### config.mk
export PLATFORM = sky130hd
export DESIGN_NAME = rvi_insn_encoder
export DESIGN_NICKNAME = d
export VERILOG_FILES = /design/src/rtl/rvi_insn_encoder.sv
export SDC_FILE = /design/constraint.sdc
export NUM_CORES = 1
export LEC_CHECK = 0
export ABC_AREA = 0
export BUFFER_PORTS_ARGS = -buffer_cell sky130_fd_sc_hd__buf_4
export CAP_MARGIN = 0
export CORE_ASPECT_RATIO = 2
export CORE_MARGIN = 2
export CORE_UTILIZATION = 40
export CTS_BUF_LIST = sky130_fd_sc_hd__clkbuf_4
export DETAILED_ROUTE_END_ITERATION = 10
export PLACE_DENSITY = 0.59
export SLEW_MARGIN = 20
export SYNTH_ARGS = -nofsm -noshare
export SYNTH_HDL_FRONTEND = slang
export SYNTH_SLANG_ARGS = --single-unit
### constraint.sdc
create_clock -name clk -period 2.62 [get_ports clk]
set_input_delay 0.262 -clock clk [delete_from_list [all_inputs] [get_ports clk]]
set_output_delay 0.262 -clock clk [all_outputs]
set_load 0.02 [all_outputs]
### src/rtl/rvi_insn_encoder.sv
`default_nettype none
// ============================================================================
// rvi_insn_encoder : two-stage RV32I instruction encoder with legality checks
//                    and saturating good/error beat counters.   Rev 1.0
// ============================================================================
module rvi_insn_encoder #(
   parameter int CNT_W = 16
) (
   input  logic             clk,
   input  logic             rst,
   input  logic             in_valid,
   output logic             in_ready,
   input  logic [6:0]       in_opcode,
   input  logic [9:0]       in_funct,
   input  logic [4:0]       in_rd,
   input  logic [4:0]       in_rs1,
   input  logic [4:0]       in_rs2,
   input  logic [31:0]      in_imm,
   output logic             out_valid,
   input  logic             out_ready,
   output logic [31:0]      out_insn,
   output logic             out_err,
   output logic [CNT_W-1:0] enc_count,
   output logic [CNT_W-1:0] err_count
);

   localparam logic [6:0] c_opc_lui    = 7'b0110111;
   localparam logic [6:0] c_opc_auipc  = 7'b0010111;
   localparam logic [6:0] c_opc_jal    = 7'b1101111;
   localparam logic [6:0] c_opc_jalr   = 7'b1100111;
   localparam logic [6:0] c_opc_branch = 7'b1100011;
   localparam logic [6:0] c_opc_load   = 7'b0000011;
   localparam logic [6:0] c_opc_store  = 7'b0100011;
   localparam logic [6:0] c_opc_op_imm = 7'b0010011;
   localparam logic [6:0] c_opc_op     = 7'b0110011;
   localparam logic [6:0] c_f7_zero    = 7'b0000000;
   localparam logic [6:0] c_f7_alt     = 7'b0100000;

   typedef enum logic [2:0] {
      FMT_R  = 3'd0,
      FMT_I  = 3'd1,
      FMT_SH = 3'd2,
      FMT_S  = 3'd3,
      FMT_B  = 3'd4,
      FMT_U  = 3'd5,
      FMT_J  = 3'd6
   } fmt_e;

   logic [6:0]  w_f7;
   logic [2:0]  w_f3;
   logic        w_imm_i_ok;
   logic        w_imm_sh_ok;
   logic        w_imm_b_ok;
   logic        w_imm_j_ok;
   logic        w_in_fire;
   logic        w_out_fire;
   logic        s2_advance;

   fmt_e        s1_fmt_d;
   logic        s1_err_d;
   logic [31:0] s2_insn_d;

   logic        s1_valid_q;
   fmt_e        s1_fmt_q;
   logic        s1_err_q;
   logic [6:0]  s1_opcode_q;
   logic [9:0]  s1_funct_q;
   logic [4:0]  s1_rd_q;
   logic [4:0]  s1_rs1_q;
   logic [4:0]  s1_rs2_q;
   logic [31:0] s1_imm_q;

   logic             s2_valid_q;
   logic [31:0]      s2_insn_q;
   logic             s2_err_q;
   logic [CNT_W-1:0] enc_count_q;
   logic [CNT_W-1:0] err_count_q;

   assign w_f7 = in_funct[9:3];
   assign w_f3 = in_funct[2:0];

   // Range checks: upper immediate bits must be a pure sign extension.
   assign w_imm_i_ok  = (&in_imm[31:11]) | ~(|in_imm[31:11]);
   assign w_imm_sh_ok = ~(|in_imm[31:5]);
   assign w_imm_b_ok  = ((&in_imm[31:12]) | ~(|in_imm[31:12])) & ~in_imm[0];
   assign w_imm_j_ok  = ((&in_imm[31:20]) | ~(|in_imm[31:20])) & ~in_imm[0];

   always_comb begin
      s1_fmt_d = FMT_R;
      s1_err_d = 1'b0;
      case (in_opcode)
         c_opc_op: begin
            s1_fmt_d = FMT_R;
            s1_err_d = !((w_f7 == c_f7_zero) ||
                         ((w_f7 == c_f7_alt) && ((w_f3 == 3'b000) || (w_f3 == 3'b101))));
         end
         c_opc_op_imm: begin
            if (w_f3 == 3'b001) begin
               s1_fmt_d = FMT_SH;
               s1_err_d = !((w_f7 == c_f7_zero) && w_imm_sh_ok);
            end else if (w_f3 == 3'b101) begin
               s1_fmt_d = FMT_SH;
               s1_err_d = !(((w_f7 == c_f7_zero) || (w_f7 == c_f7_alt)) && w_imm_sh_ok);
            end else begin
               s1_fmt_d = FMT_I;
               s1_err_d = !((w_f7 == c_f7_zero) && w_imm_i_ok);
            end
         end
         c_opc_load: begin
            s1_fmt_d = FMT_I;
            s1_err_d = !((w_f7 == c_f7_zero) && (w_f3 != 3'b011) && (w_f3 != 3'b110) &&
                         (w_f3 != 3'b111) && w_imm_i_ok);
         end
         c_opc_jalr: begin
            s1_fmt_d = FMT_I;
            s1_err_d = !((in_funct == 10'd0) && w_imm_i_ok);
         end
         c_opc_store: begin
            s1_fmt_d = FMT_S;
            s1_err_d = !((w_f7 == c_f7_zero) && (w_f3 <= 3'b010) && w_imm_i_ok);
         end
         c_opc_branch: begin
            s1_fmt_d = FMT_B;
            s1_err_d = !((w_f7 == c_f7_zero) && (w_f3 != 3'b010) && (w_f3 != 3'b011) &&
                         w_imm_b_ok);
         end
         c_opc_lui, c_opc_auipc: begin
            s1_fmt_d = FMT_U;
         end
         c_opc_jal: begin
            s1_fmt_d = FMT_J;
            s1_err_d = !w_imm_j_ok;
         end
         default: begin
            s1_err_d = 1'b1;
         end
      endcase
   end

   always_comb begin
      s2_insn_d = 32'h0000_0000;
      case (s1_fmt_q)
         FMT_R:  s2_insn_d = {s1_funct_q[9:3], s1_rs2_q, s1_rs1_q, s1_funct_q[2:0],
                              s1_rd_q, s1_opcode_q};
         FMT_I:  s2_insn_d = {s1_imm_q[11:0], s1_rs1_q, s1_funct_q[2:0], s1_rd_q, s1_opcode_q};
         FMT_SH: s2_insn_d = {s1_funct_q[9:3], s1_imm_q[4:0], s1_rs1_q, s1_funct_q[2:0],
                              s1_rd_q, s1_opcode_q};
         FMT_S:  s2_insn_d = {s1_imm_q[11:5], s1_rs2_q, s1_rs1_q, s1_funct_q[2:0],
                              s1_imm_q[4:0], s1_opcode_q};
         FMT_B:  s2_insn_d = {s1_imm_q[12], s1_imm_q[10:5], s1_rs2_q, s1_rs1_q,
                              s1_funct_q[2:0], s1_imm_q[4:1], s1_imm_q[11], s1_opcode_q};
         FMT_U:  s2_insn_d = {s1_imm_q[31:12], s1_rd_q, s1_opcode_q};
         FMT_J:  s2_insn_d = {s1_imm_q[20], s1_imm_q[10:1], s1_imm_q[11], s1_imm_q[19:12],
                              s1_rd_q, s1_opcode_q};
         default: s2_insn_d = 32'h0000_0000;
      endcase
      if (s1_err_q) begin
         s2_insn_d = 32'h0000_0000;
      end
   end

   assign s2_advance = !s2_valid_q || out_ready;
   assign in_ready   = !s1_valid_q || s2_advance;
   assign w_in_fire  = in_valid && in_ready;
   assign w_out_fire = s2_valid_q && out_ready;

   always_ff @(posedge clk) begin
      if (rst) begin
         s1_valid_q  <= 1'b0;
         s1_fmt_q    <= FMT_R;
         s1_err_q    <= 1'b0;
         s1_opcode_q <= 7'd0;
         s1_funct_q  <= 10'd0;
         s1_rd_q     <= 5'd0;
         s1_rs1_q    <= 5'd0;
         s1_rs2_q    <= 5'd0;
         s1_imm_q    <= 32'd0;
         s2_valid_q  <= 1'b0;
         s2_insn_q   <= 32'd0;
         s2_err_q    <= 1'b0;
      end else begin
         if (in_ready) begin
            s1_valid_q <= in_valid;
         end
         if (w_in_fire) begin
            s1_fmt_q    <= s1_fmt_d;
            s1_err_q    <= s1_err_d;
            s1_opcode_q <= in_opcode;
            s1_funct_q  <= in_funct;
            s1_rd_q     <= in_rd;
            s1_rs1_q    <= in_rs1;
            s1_rs2_q    <= in_rs2;
            s1_imm_q    <= in_imm;
         end
         // Output word only changes when S2 may advance, keeping it stable under stall.
         if (s2_advance) begin
            s2_valid_q <= s1_valid_q;
            if (s1_valid_q) begin
               s2_insn_q <= s2_insn_d;
               s2_err_q  <= s1_err_q;
            end
         end
      end
   end

   always_ff @(posedge clk) begin
      if (rst) begin
         enc_count_q <= '0;
         err_count_q <= '0;
      end else if (w_out_fire) begin
         if (!s2_err_q && (enc_count_q != '1)) begin
            enc_count_q <= enc_count_q + CNT_W'(1);
         end
         if (s2_err_q && (err_count_q != '1)) begin
            err_count_q <= err_count_q + CNT_W'(1);
         end
      end
   end

   assign out_valid = s2_valid_q;
   assign out_insn  = s2_insn_q;
   assign out_err   = s2_err_q;
   assign enc_count = enc_count_q;
   assign err_count = err_count_q;

endmodule
`default_nettype wire

=== Word-level counts from Yosys, hierarchy flattened ===
Cells that the tools add are included.

* Output and inout port bits: 67
* Bits of input ports: 68
* Register bits after elaboration: 135

* Reduce and logical (&&, ||, !) cells: 51
* Equality and inequality tests: 24
* Add/sub/neg operators: 2
* Bitwise operators: 10
* Magnitude comparators: 1
* Muxes and demuxes: 8

{| class="wikitable"
|+ Operators with widths
! operator !! count
|-
| one-hot mux 32 bit (7 select lines) || 1
|-
| adder 16 x 1 -> 16 bit (second input constant) || 2
|-
| 2-to-1 mux 32 bit || 1
|-
| inequality test 16 bit (second input constant) || 2
|-
| == test 7 x 6 -> 1 bit (second input constant) || 4
|-
| OR reduction 27 bit || 1
|-
| == test 7 bit (second input constant) || 3
|-
| AND reduction 21 bit || 1
|-
| OR reduction 21 bit || 1
|-
| AND reduction 20 bit || 1
|-
| OR reduction 20 bit || 1
|-
| logical AND 1 bit || 18
|-
| one-hot mux 3 bit (6 select lines) || 1
|-
| == test 7 x 5 -> 1 bit (second input constant) || 2
|-
| == test 3 bit (second input constant) || 4
|-
| logical NOT 1 bit || 12
|-
| AND reduction 12 bit || 1
|-
| OR reduction 12 bit || 1
|-
| logical NOT 10 bit || 1
|-
| one-hot mux 1 bit (8 select lines) || 1
|-
| == test 7 x 2 -> 1 bit (second input constant) || 1
|-
| logical NOT 7 bit || 1
|-
| == test 3 x 1 -> 1 bit (second input constant) || 2
|-
| == test 3 x 2 -> 1 bit (second input constant) || 2
|-
| other kinds (12) || 31
|}

=== Depth between registers and ports, before layout ===
* Depth after elaboration: 8
* Mapped depth: 9

=== Least setup slack after synthesis ===
OpenSTA, ideal clock, no wires.

* Path kind: register to register
* From: reg enc_count_q[0], in the netlist enc_count[0]
* To: reg enc_count_q[13], in the netlist enc_count[13]
* Required time: 2550 ps
* Slack: 544 ps
* Cell stages (with the launch flop): 8
* Buffers on the path: 0
* Period minus slack after synthesis: 2076 ps
* Arrival time: 2005 ps
* Cells stage by stage: dfxtp_1 -> ha_1 -> and3_1 -> and3_1 -> a211oi_4 -> nand4_1 -> or3_1 -> a21oi_1

* Word-level cells in the longest chain between the ends: 3
* Elaborated cells on any way between the ends: 4
* Classes of those cells: add/sub (1); eq/ne (1); reduce/logical (2)

{| class="wikitable"
|+ Ends and longest elaborated chain
! element !! RTL line !! text
|-
| from (decl) || 76 || <nowiki>logic [CNT_W-1:0] enc_count_q;</nowiki>
|-
| from (signal assigned) || 212 || <nowiki>enc_count_q <= enc_count_q + CNT_W'(1);</nowiki>
|-
| parallel branches: the longest is 3 deep, another holds adder 16 x 1 -> 16 bit || - ||
|}

Several ways; the timed one is not identified.
A chain may end at the register's enable or synchronous reset.

=== Worst setup path in the final report ===
* From: reg err_count_q[0], in the netlist err_count[0]
* To: reg err_count_q[7], in the netlist err_count[7]

* Word-level cells in the longest chain between the ends: 3
* Elaborated cells on any way between the ends: 4
* Classes of those cells: add/sub (1); eq/ne (1); reduce/logical (2)

{| class="wikitable"
|+ Ends and longest elaborated chain
! element !! RTL line !! text
|-
| from (decl) || 77 || <nowiki>logic [CNT_W-1:0] err_count_q;</nowiki>
|-
| from (signal assigned) || 215 || <nowiki>err_count_q <= err_count_q + CNT_W'(1);</nowiki>
|-
| parallel branches: the longest is 3 deep, another holds adder 16 x 1 -> 16 bit || - ||
|}

Several ways; the timed one is not identified.

==> flow_summary.yaml <==
clocking:
  cts_tree: "yes"
  postCtsHoldBufs: 60
  clock_sinks: 135
  cts_htree_levels: 4
  postCtsSetupBuffers: 0
  insertion_delay_ns: 0.52
  numCtsBuffers: 17
  cts_resized: 0
  root_buffer: "clkbuf_4"
  cts_buffer_depth: 2
  cts.clk_slew.worst_paths_ns: 0.12
global_routing:
  grt_usage_pct: 22.2
  antenna_found_initial: 1
  globalRouteOverflowTotal: 0
  grt_pass1_wl_mm: 28.9
  grt_max_degree: 68
  grt_pass1_vias: 5913
min_path:
  worstHoldStart: "in_imm[0]"
  hp-class: "in2reg"
  holdPathEnd: "s1_imm_q[0]"
  holdPathStages: 3
worst_setup_path:
  crit_path_end_kind: "flip-flop"
  path_cells: "ha_1 > and3_1 > a31oi_4 > nand4_1 > or3_1 > a21oi_1"
  reg2reg_depth: 6
  cp-start-kind: "flip-flop"
  critPathMaxFanout: 10
  r2r_start: "err_count[0]"
  critPathRequiredTime_ns: 3.06
  critical_path_class: "reg2reg"
  critical_path.slowest_cell: "or3_1"
  r2r_end: "err_count[7]"
  slowest_delay_ns: 0.42
  r2r_slack_ns: 0.37
  arrival_ns: 2.69
synthesis:
  ys_ff_latch: 135
  synth_seq_area_share_pct: 44.4
  ys.flop_type: "dfxtp_1"
  synth.avg_cell_area_um2: 7.95
  synth.top_cell.area_share_pct: 44.4
  synth_edf_count: 0
  yosys_warnings: 0
  yosys.cell_types.count: 50
  netlist_area_um2: 6090
  synth_nets: 836
  async_flop_share_pct: 0
  ys_top_cells_by_area: "dfxtp_1, nand2_1, a21oi_1, a22oi_1, nor2_1"
  synth_top_area_cell: "dfxtp_1"
  synth_cells: 766
layout:
  nNetsFinal: 1010
  stdcell_count: 1149
  syn2layout_area_growth_pct: 33.9
  drive_gt1_share_pct: 20.7
placed_design:
  dpl.hpwl_mm: 12.7
  port_buffers: 134
  placed_cells: 1056
  gp_congestion: 0.823
sta:
  finalCriticalPeriod_ns: 2.25
  grt_setup_unrepaired: "false"
  skew_ns: 0.0161
  tightestPinTransition_ns: 0.706
  tns_ns: 0
  relSlewSlack_pct: 52.8
  hold_viol: 0
  min_period_over_period_pct: 85.8
  drv_slew: 0
  clock.fmax_ghz: 0.445
  setup_viol: 0
floorplanning:
  start_util_pct: 40.9
  dieArea_um2: 16300
  coreArea_um2: 14900
  row_count: 63
  die_width_um: 91.3
  die_h_um: 179
  io_pins: 135
outcome:
  status: "completed"
drt:
  drc: 0
  drtIter0Drc: 338
  via_per_inst: 5.28
  num_vias: 6066
  firstDrtPassIters: 4
  antenna_left: 0
  finalWirelength_mm: 18.0
  wl_per_cell_um: 15.7
pwr:
  leakage_nw: 3.17
  power_density_nw_per_um2: 494
  ir_worst_vdd_uv: 381
job:
  maxCapViolations: 0
==> synth_stat cells, drive strengths merged, types with 3 or more instances <==
| cell | n |
|---|---|
| a211oi | 3 |
| nor4 | 8 |
| a22oi | 31 |
| and2 | 4 |
| xnor2 | 6 |
| nand3 | 16 |
| dfxtp | 135 |
| o21ai | 27 |
| nand4 | 17 |
| inv | 11 |
| a21oi | 96 |
| nor2b | 15 |
| and3 | 9 |
| buf | 9 |
| mux2 | 10 |
| nor2 | 61 |
| o221ai | 9 |
| nor3 | 7 |
| nand2 | 167 |
| o211ai | 11 |
| clkbuf | 43 |
| or3 | 13 |
| a22o | 9 |
| mux2i | 8 |
| xor2 | 15 |
==> worst max-delay path, delay by kind of cell (launching register included) <==
| family | cells | cell delay [ns] |
|---|---|---|
| adders and majority gates | 1 | 0.29 |
| AOI/OAI and AO/OA | 2 | 0.46 |
| DFF | 1 | 0.39 |
| and+or+nand+nor | 3 | 1.03 |
==> final cells by class <==
cell class	instances	area, um2
Fill cell	1417	6740
Multi-Input combinational cell	568	3160
Sequential cell	135	2700
Timing Repair Buffer	207	1730
Tap cell	195	244
Clock buffer	19	143
Clock inverter	13	133
Inverter	11	41.3
Antenna cell	1	2.50
==> routing by layer <==
layer / global-route usage, % / wire [um]
met1: 23.0 / 6890
met2: 43.4 / 10100
met4: 9.03 / 349
met3: 3.72 / 633
met5: 0 / 0
==> how the worst max path moves through the flow <==
stage,cells after the start,from,slack (ns),endpoint
3_3_place_gp,7,in_imm[16],0.51,s1_err_q
5_1_grt,6,err_count[0],0.26,err_count[9]
6_report,6,err_count[0],0.37,err_count[7]
3_5_place_dp,6,err_count[0],0.40,err_count[11]
4_1_cts,6,err_count[0],0.36,err_count[11]
2_1_floorplan,7,enc_count[0],0.54,enc_count[13]
==> placed cells by master (no fill, tap or decap), drive strengths merged, types with 10 or more instances in the layout <==
cell type	synthesis	final
a21oi	96	96
a22oi	31	31
buf	9	147
clkbuf	43	19
dfxtp	135	135
dlygate4sd3	0	60
inv	11	11
mux2	10	10
nand2	167	167
nand3	16	16
nand4	17	17
nor2	61	61
nor2b	15	15
o211ai	11	11
o21ai	27	27
or3	13	13
xor2	15	15
==> power breakdown <==
group	total, mW	internal (mW)	switching (mW)
Clock	1.35	0.580	0.774
Sequential	2.17	2.12	0.0513
Combinational	0.503	0.240	0.264
Total	4.03	2.94	1.09
==> registers in the layout, indices dropped and copies added, names as in the netlist, 3 cells and up <==
name         count
out_insn        32
s1_rd_q          5
s1_rs2_q         5
s1_imm_q        32
s1_funct_q      10
err_count       16
enc_count       16
s1_fmt_q         3
s1_rs1_q         5
s1_opcode_q      7
==> stage by stage <==
step                      cell area, um2  hold slack (ns)  utilization [%]  setup slack [ns]  total power [mW]
after floorplan                     6090            0.398                -             0.544              2.44
after global placement              7280            0.442             48.9             0.508              2.64
after detailed placement            7280            0.447             48.9             0.397              2.65
after CTS                           8160          0.00215             54.7             0.361              4.09
after global routing                8160          0.00362             54.8             0.263              4.23
final                               8160           0.0532             54.8             0.372              4.03
==> logic make-up after synthesis <==
| kind of cell | count (synthesis) | synth area share, % |
|---|---|---|
| adders and majority gates | 2 | 0.411 |
| xor gates and xnor gates | 21 | 3.02 |
| buffers and inverters | 63 | 4.07 |
| DFF | 135 | 44.4 |
| AOI/OAI and AO/OA | 200 | 20.9 |
| muxes | 18 | 3.16 |
| and+or+nand+nor | 327 | 24.1 |
No activity file was read; power rests on OpenSTA's default activity.
